<file path="src/rtl/alu_pkg.sv">
// Shared ALU definitions: select encodings, multicycle classification and
// the issue-stage FSM state type. Used by alu, decode and alu_issue.
package alu_pkg;

    localparam logic [3:0] ALU_ADD = 4'b0000;
    localparam logic [3:0] ALU_SUB = 4'b0001;
    localparam logic [3:0] ALU_MUL = 4'b0010;
    localparam logic [3:0] ALU_DIV = 4'b0011;
    localparam logic [3:0] ALU_AND = 4'b0110;
    localparam logic [3:0] ALU_OR  = 4'b0111;
    localparam logic [3:0] ALU_XOR = 4'b1000;
    localparam logic [3:0] ALU_LT  = 4'b1001;
    localparam logic [3:0] ALU_EQ  = 4'b1010;

    typedef enum logic [1:0] {
        ST_IDLE = 2'b00,
        ST_EVAL = 2'b01,
        ST_HOLD = 2'b10
    } issue_state_t;

    // Multiply and divide are the multicycle paths through the alu.
    function automatic logic is_muldiv(input logic [3:0] sel);
        return (sel == ALU_MUL) || (sel == ALU_DIV);
    endfunction

endpackage

</file>
<file path="src/rtl/alu_issue_fifo.sv">
// Small synchronous FIFO with registered head. Besides the head entry it
// exposes one field (PEEK_LSB/PEEK_W) of the entry behind the head so the
// owner can look one operation ahead when the head is popped.
module alu_issue_fifo #(
    parameter int W        = 8,
    parameter int DEPTH    = 2,
    parameter int CNT_W    = 2,
    parameter int PEEK_LSB = 0,
    parameter int PEEK_W   = 1
) (
    input  logic              clk,
    input  logic              rst_n,
    input  logic              push,
    input  logic              pop,
    input  logic [W-1:0]      wdata,
    output logic [W-1:0]      head,
    output logic [PEEK_W-1:0] next_peek,
    output logic [CNT_W-1:0]  count
);

    localparam int PTR_W = (DEPTH > 1) ? $clog2(DEPTH) : 1;
    localparam logic [PTR_W-1:0] LAST_PTR = PTR_W'(DEPTH - 1);

    logic [W-1:0]     mem_r [DEPTH];
    logic [PTR_W-1:0] wr_ptr_r;
    logic [PTR_W-1:0] rd_ptr_r;
    logic [CNT_W-1:0] count_r;
    logic [W-1:0]     second_s;

    // Pointers advance modulo DEPTH.
    function automatic logic [PTR_W-1:0] ptr_inc(input logic [PTR_W-1:0] p);
        if (p == LAST_PTR) begin
            return '0;
        end else begin
            return p + PTR_W'(1);
        end
    endfunction

    // Storage, pointers and occupancy; push/pop are pre-qualified by the owner.
    always_ff @(posedge clk or negedge rst_n) begin
        if (!rst_n) begin
            wr_ptr_r <= '0;
            rd_ptr_r <= '0;
            count_r  <= '0;
            for (int i = 0; i < DEPTH; i++) begin
                mem_r[i] <= '0;
            end
        end else begin
            if (push) begin
                mem_r[wr_ptr_r] <= wdata;
                wr_ptr_r        <= ptr_inc(wr_ptr_r);
            end
            if (pop) begin
                rd_ptr_r <= ptr_inc(rd_ptr_r);
            end
            case ({push, pop})
                2'b10:   count_r <= count_r + CNT_W'(1);
                2'b01:   count_r <= count_r - CNT_W'(1);
                default: count_r <= count_r;
            endcase
        end
    end

    assign head      = mem_r[rd_ptr_r];
    assign second_s  = mem_r[ptr_inc(rd_ptr_r)];
    assign next_peek = second_s[PEEK_LSB +: PEEK_W];
    assign count     = count_r;

endmodule

</file>
<file path="src/rtl/alu_issue.sv">
// Operand issue stage in front of the combinational alu. Buffers decoded
// ops, holds the head on the alu inputs for its required cycles (multiply
// and divide take MULDIV_CYCLES) and registers the result toward writeback.
module alu_issue
    import alu_pkg::*;
#(
    parameter int N             = 32,
    parameter int DEPTH         = 2,
    parameter int TAG_W         = 5,
    parameter int MULDIV_CYCLES = 4
) (
    input  logic             clk,
    input  logic             rst_n,
    input  logic             in_valid,
    output logic             in_ready,
    input  logic [N-1:0]     in_a,
    input  logic [N-1:0]     in_b,
    input  logic [3:0]       in_sel,
    input  logic [TAG_W-1:0] in_tag,
    output logic [N-1:0]     alu_a,
    output logic [N-1:0]     alu_b,
    output logic [3:0]       alu_sel,
    input  logic [N-1:0]     alu_res,
    output logic             out_valid,
    input  logic             out_ready,
    output logic [N-1:0]     out_res,
    output logic [TAG_W-1:0] out_tag,
    output logic             busy
);

    localparam int ENT_W = 2 * N + 4 + TAG_W;
    localparam int CNT_W = $clog2(DEPTH + 1);
    localparam int MC_W  = (MULDIV_CYCLES > 1) ? $clog2(MULDIV_CYCLES) : 1;
    localparam logic [CNT_W-1:0] DEPTH_C = CNT_W'(DEPTH);
    localparam logic [MC_W-1:0]  MD_LAST = MC_W'(MULDIV_CYCLES - 1);

    // Last value of the evaluation counter for a given select.
    function automatic logic [MC_W-1:0] need_m1(input logic [3:0] sel);
        return is_muldiv(sel) ? MD_LAST : '0;
    endfunction

    issue_state_t     state_r;
    issue_state_t     state_next_s;
    logic [MC_W-1:0]  cnt_r;
    logic             out_valid_r;
    logic [N-1:0]     out_res_r;
    logic [TAG_W-1:0] out_tag_r;

    logic [ENT_W-1:0] head_s;
    logic [3:0]       peek_sel_s;
    logic [CNT_W-1:0] count_s;
    logic             empty_s;
    logic             push_s;
    logic [N-1:0]     head_a_s;
    logic [N-1:0]     head_b_s;
    logic [3:0]       head_sel_s;
    logic [TAG_W-1:0] head_tag_s;
    logic             cnt_done_s;
    logic             slot_free_s;
    logic             capture_s;
    logic             inc_s;
    logic [CNT_W-1:0] count_next_s;
    logic [3:0]       sel_next_s;
    logic [MC_W-1:0]  cnt_next_s;
    logic             ov_next_s;
    issue_state_t     target_s;

    alu_issue_fifo #(
        .W        (ENT_W),
        .DEPTH    (DEPTH),
        .CNT_W    (CNT_W),
        .PEEK_LSB (TAG_W),
        .PEEK_W   (4)
    ) u_fifo (
        .clk       (clk),
        .rst_n     (rst_n),
        .push      (push_s),
        .pop       (capture_s),
        .wdata     ({in_a, in_b, in_sel, in_tag}),
        .head      (head_s),
        .next_peek (peek_sel_s),
        .count     (count_s)
    );

    assign empty_s    = (count_s == '0);
    assign in_ready   = (count_s < DEPTH_C);
    assign push_s     = in_valid && in_ready;
    assign head_a_s   = head_s[ENT_W-1 -: N];
    assign head_b_s   = head_s[TAG_W+4 +: N];
    assign head_sel_s = head_s[TAG_W +: 4];
    assign head_tag_s = head_s[TAG_W-1:0];
    assign cnt_done_s  = (cnt_r == need_m1(head_sel_s));
    assign slot_free_s = !out_valid_r || out_ready;

    // An empty FIFO presents zeros to the alu; otherwise the stored head.
    assign alu_a   = empty_s ? '0 : head_a_s;
    assign alu_b   = empty_s ? '0 : head_b_s;
    assign alu_sel = empty_s ? 4'b0000 : head_sel_s;

    // FSM state register.
    always_ff @(posedge clk or negedge rst_n) begin
        if (!rst_n) begin
            state_r <= ST_IDLE;
        end else begin
            state_r <= state_next_s;
        end
    end

    // Look one cycle ahead: occupancy, head select, counter and slot after this edge.
    always_comb begin
        count_next_s = count_s;
        sel_next_s   = head_sel_s;
        cnt_next_s   = cnt_r;
        ov_next_s    = out_valid_r;
        case ({push_s, capture_s})
            2'b10:   count_next_s = count_s + CNT_W'(1);
            2'b01:   count_next_s = count_s - CNT_W'(1);
            default: count_next_s = count_s;
        endcase
        if (capture_s) begin
            sel_next_s = (count_s > CNT_W'(1)) ? peek_sel_s : in_sel;
            cnt_next_s = '0;
            ov_next_s  = 1'b1;
        end else if (empty_s) begin
            sel_next_s = in_sel;
            cnt_next_s = cnt_r;
            ov_next_s  = out_valid_r && !out_ready;
        end else begin
            sel_next_s = head_sel_s;
            cnt_next_s = inc_s ? (cnt_r + MC_W'(1)) : cnt_r;
            ov_next_s  = out_valid_r && !out_ready;
        end
        if (count_next_s == '0) begin
            target_s = ST_IDLE;
        end else if ((cnt_next_s == need_m1(sel_next_s)) && ov_next_s) begin
            target_s = ST_HOLD;
        end else begin
            target_s = ST_EVAL;
        end
    end

    // FSM next-state logic.
    always_comb begin
        state_next_s = ST_IDLE;
        case (state_r)
            ST_IDLE: begin
                if (push_s) begin
                    state_next_s = target_s;
                end else begin
                    state_next_s = ST_IDLE;
                end
            end
            ST_EVAL: state_next_s = target_s;
            ST_HOLD: state_next_s = target_s;
            default: state_next_s = ST_IDLE;
        endcase
    end

    // FSM outputs: advance the counter while evaluating, capture when done and slot free.
    always_comb begin
        capture_s = 1'b0;
        inc_s     = 1'b0;
        case (state_r)
            ST_IDLE: begin
                capture_s = 1'b0;
                inc_s     = 1'b0;
            end
            ST_EVAL: begin
                if (cnt_done_s) begin
                    capture_s = slot_free_s;
                end else begin
                    inc_s = 1'b1;
                end
            end
            ST_HOLD: begin
                if (slot_free_s) begin
                    capture_s = 1'b1;
                end else begin
                    capture_s = 1'b0;
                end
            end
            default: begin
                capture_s = 1'b0;
                inc_s     = 1'b0;
            end
        endcase
    end

    // Evaluation counter: restarts for each new head, saturates at need-1.
    always_ff @(posedge clk or negedge rst_n) begin
        if (!rst_n) begin
            cnt_r <= '0;
        end else if (capture_s) begin
            cnt_r <= '0;
        end else if (inc_s) begin
            cnt_r <= cnt_r + MC_W'(1);
        end else begin
            cnt_r <= cnt_r;
        end
    end

    // Result register toward writeback; held while writeback stalls.
    always_ff @(posedge clk or negedge rst_n) begin
        if (!rst_n) begin
            out_valid_r <= 1'b0;
            out_res_r   <= '0;
            out_tag_r   <= '0;
        end else if (capture_s) begin
            out_valid_r <= 1'b1;
            out_res_r   <= alu_res;
            out_tag_r   <= head_tag_s;
        end else if (out_valid_r && out_ready) begin
            out_valid_r <= 1'b0;
        end else begin
            out_valid_r <= out_valid_r;
        end
    end

    assign out_valid = out_valid_r;
    assign out_res   = out_res_r;
    assign out_tag   = out_tag_r;
    assign busy      = !empty_s || out_valid_r;

endmodule

</file>
<file path="config.mk">
export PLATFORM = sky130hd
export DESIGN_NAME = alu_issue
export DESIGN_NICKNAME = d
export VERILOG_FILES = /design/src/rtl/alu_pkg.sv /design/src/rtl/alu_issue_fifo.sv /design/src/rtl/alu_issue.sv
export SDC_FILE = /design/constraint.sdc
export NUM_CORES = 1
export LEC_CHECK = 0
export ABC_AREA = 1
export BUFFER_PORTS_ARGS = -buffer_cell sky130_fd_sc_hd__buf_2
export CELL_PAD_IN_SITES_DETAIL_PLACEMENT = 1
export CELL_PAD_IN_SITES_GLOBAL_PLACEMENT = 1
export CORE_MARGIN = 4
export CORE_UTILIZATION = 36
export CTS_CLUSTER_SIZE = 40
export DETAILED_ROUTE_END_ITERATION = 10
export PLACE_DENSITY_LB_ADDON = 0.1
export REMOVE_ABC_BUFFERS = 1
export SETUP_SLACK_MARGIN = 0.05
export SYNTH_ARGS = -nofsm -noshare
export SYNTH_HDL_FRONTEND = slang
export SYNTH_HIERARCHICAL = 1
export SYNTH_SLANG_ARGS = --single-unit
</file>
<file path="constraint.sdc">
create_clock -name clk -period 2.9 [get_ports clk]
set_clock_uncertainty 0.2 [all_clocks]
set_input_delay 0.145 -clock clk [delete_from_list [all_inputs] [get_ports clk]]
set_output_delay 0.145 -clock clk [all_outputs]
set_load 0.01 [all_outputs]
</file>
==> flow_summary.json <==
{
  "routed_wire_length_um": 25500,
  "power-per-cell-area_nw_per_um2": 1030,
  "global_route.usage.met1_pct": 23.4,
  "num-nets-final": 1594,
  "tightest_slew_ns": 0.709,
  "max-cap-violations": 0,
  "final_cells": 1819,
  "via_count": 8245,
  "synth.cell_area_um2": 9410,
  "dr_wl_cell_um": 14.0,
  "number_of_global_route_vias_before_repair": 8777,
  "timing.setup.critical_path_class": "reg -> out",
  "overflow": 0,
  "timing.final.crit_period_ns": 2.60,
  "drc": 0,
  "global_route.usage.met3_pct": 2.98,
  "floorplan.core_area_um2": 25500,
  "post_synth_inst_count": 1185,
  "drt_iter0_markers": 380,
  "crit_required_ns": 2.56,
  "worst-path-max-fanout": 54,
  "floorplan.initialDensity_pct": 36.9,
  "drt_pass1_iterations": 4,
  "final_util_pct": 48.6,
  "cts.htree.levels": 4,
  "layout_worst_path_cycle_share_pct": 89.6,
  "overall_power_mw": 12.8,
  "clock.fmax_mhz": 385,
  "post_synth.cell_area_avg_um2": 7.94,
  "antenna_found_initial": 0,
  "grt.total_usage_pct": 18.2,
  "buffer_cell_driving_the_clock_tree_root": "clkbuf_16",
  "global_route.usage.met2_pct": 32.1,
  "fillerInstances": 3175,
  "pin_count_of_the_biggest_net_entering_global_routing": 107,
  "kind_of_path_behind_the_tightest_hold_check": "in -> reg",
  "gp_congestion": 0.723,
  "finalHoldViolCount": 0,
  "tritoncts_num_sinks": 192,
  "dieWidth_um": 170,
  "design.die.area_um2": 28800,
  "io_buffers": 216,
  "grt_busiest_layer": "met2",
  "io_pins": 217,
  "clkSlewWorstSetupHoldPaths_ns": 0.08,
  "clock_tree.buffer_depth": 2,
  "critPathArrivalTime_ns": 2.25,
  "drive_above_1_share_pct": 23.1,
  "worst_setup_path_end_kind": "output port",
  "worstSetupStartpointType": "register",
  "grt_setup_unrepaired": "no",
  "placedCellCount": 1680,
  "finalSetupViolCount": 0,
  "static_leakage_nw": 6.76,
  "num_rows": 58,
  "ys.warnings.count": 6,
  "drv_slew": 0,
  "antenna_left": 0,
  "grt_pass1_wl_um": 43200,
  "synthToLayoutAreaGrowth_pct": 31.5,
  "dieHeight_um": 170,
  "max-slew-margin-rel_pct": 52.8,
  "tritoncts_clock_tree": "built",
  "tritoncts.num_buffers": 17,
  "n_antenna_cell": 0,
  "dp_hpwl_um": 16500,
  "avgViaCountPerCell": 4.53,
  "run_status": "complete, no violations",
  "vdd_drop_max_v": 0.000450,
  "postCtsSetupBuffers": 0,
  "clk-insertion-delay-late_ns": 0.43
}
layout by cell type, fill, tap and decap left out, types with 2 or more instances in the layout:
cell	instances
nand2_4	2
clkbuf_1	2
nand2_2	5
a21oi_1	7
clkinvlp_4	4
buf_4	7
dfrtp_1	191
nand4_1	2
buf_2	215
bufinv_16	2
nand3_1	6
inv_6	5
nand3b_1	2
nand3_2	3
inv_1	227
o21ai_1	9
ha_1	8
inv_2	3
buf_12	7
dlygate4sd3_1	107
o21ai_0	147
nand2_1	352
clkbuf_16	17
nor2_1	76
o21ai_2	64
per-stage QoR:
step / hold slack [ns] / setup WS, ns / area, um^2 / TNS (ns)
5_1_grt: 0.0545 / 0.0816 / 12400 / 0
6_report: 0.0227 / 0.301 / 12400 / 0
4_1_cts: 0.0511 / 0.191 / 12400 / 0
3_5_place_dp: -0.0198 / 0.197 / 10700 / 0
2_1_floorplan: -0.351 / -2.12 / 9000 / -95.44
3_3_place_gp: -0.0203 / 0.256 / 10700 / 0
worst paths after layout:
check                      slack (ns)  depth (start not counted)                 to            start
setup / recovery                 0.30                          5          alu_a[12]  u_fifo/count[1]
hold / removal                   0.02                          4         state_r[1]         in_valid
setup reg to reg                 0.32                         11         state_r[0]  u_fifo/rd_ptr_r
hold reg to reg                  0.28                          2         out_tag[0]       out_tag[0]
max in group asynchronous        1.64                          3    u_fifo/rd_ptr_r            rst_n
min in group asynchronous        0.07                          2  u_fifo/mem_r[138]            rst_n
sequential cells by signal, indices dropped and copies added, names as in the netlist:
signal           cells
u_fifo/mem_r       146
out_res             32
out_tag              5
cnt_r                2
state_r              2
u_fifo/count         2
out_valid            1
u_fifo/rd_ptr_r      1
u_fifo/wr_ptr_r      1
report_power, final:
part / total, mW / internal (mW) / leakage (nW) / switching, mW
sequential: 4.61 / 3.93 / 2.42 / 0.677
combinational: 5.75 / 2.20 / 4.07 / 3.55
clock: 2.39 / 1.29 / 0.273 / 1.10
critical path, stage by stage, from the launching register on:
cell and delay [ns]:
dfrtp_1 0.43, inv_1 0.22, ha_2 0.50, buf_12 0.34, nor2_1 0.15, buf_2 0.17
timing repair:
item	in CTS	in global routing
endpoints found under the hold margin	322	0
gates resized for setup	0	1
hold buffers	107	0
setup endpoints to repair	0	2
final cells by class:
| type | count | area, um^2 | share of cell area (%) |
|---|---|---|---|
| multi-input cells | 697 | 3340 | 27.0 |
| clock inverters | 13 | 150 | 1.21 |
| repair buffers | 337 | 2350 | 19.0 |
| flip-flops and latches | 192 | 4810 | 38.9 |
| inverters | 231 | 867 | 7.01 |
| well taps | 330 | 413 | 3.34 |
| clock buffers | 19 | 433 | 3.50 |
routing by layer:
layer  routed length, um  part of all wire [%]  up-vias
met5                   0                     0        -
met3                 843                   3.3       28
met4                 407                   1.6        0
li1                    -                     -     4136
met2               13000                    51      138
met1               11300                    44     3943
No activity file was read; power rests on OpenSTA's default activity.
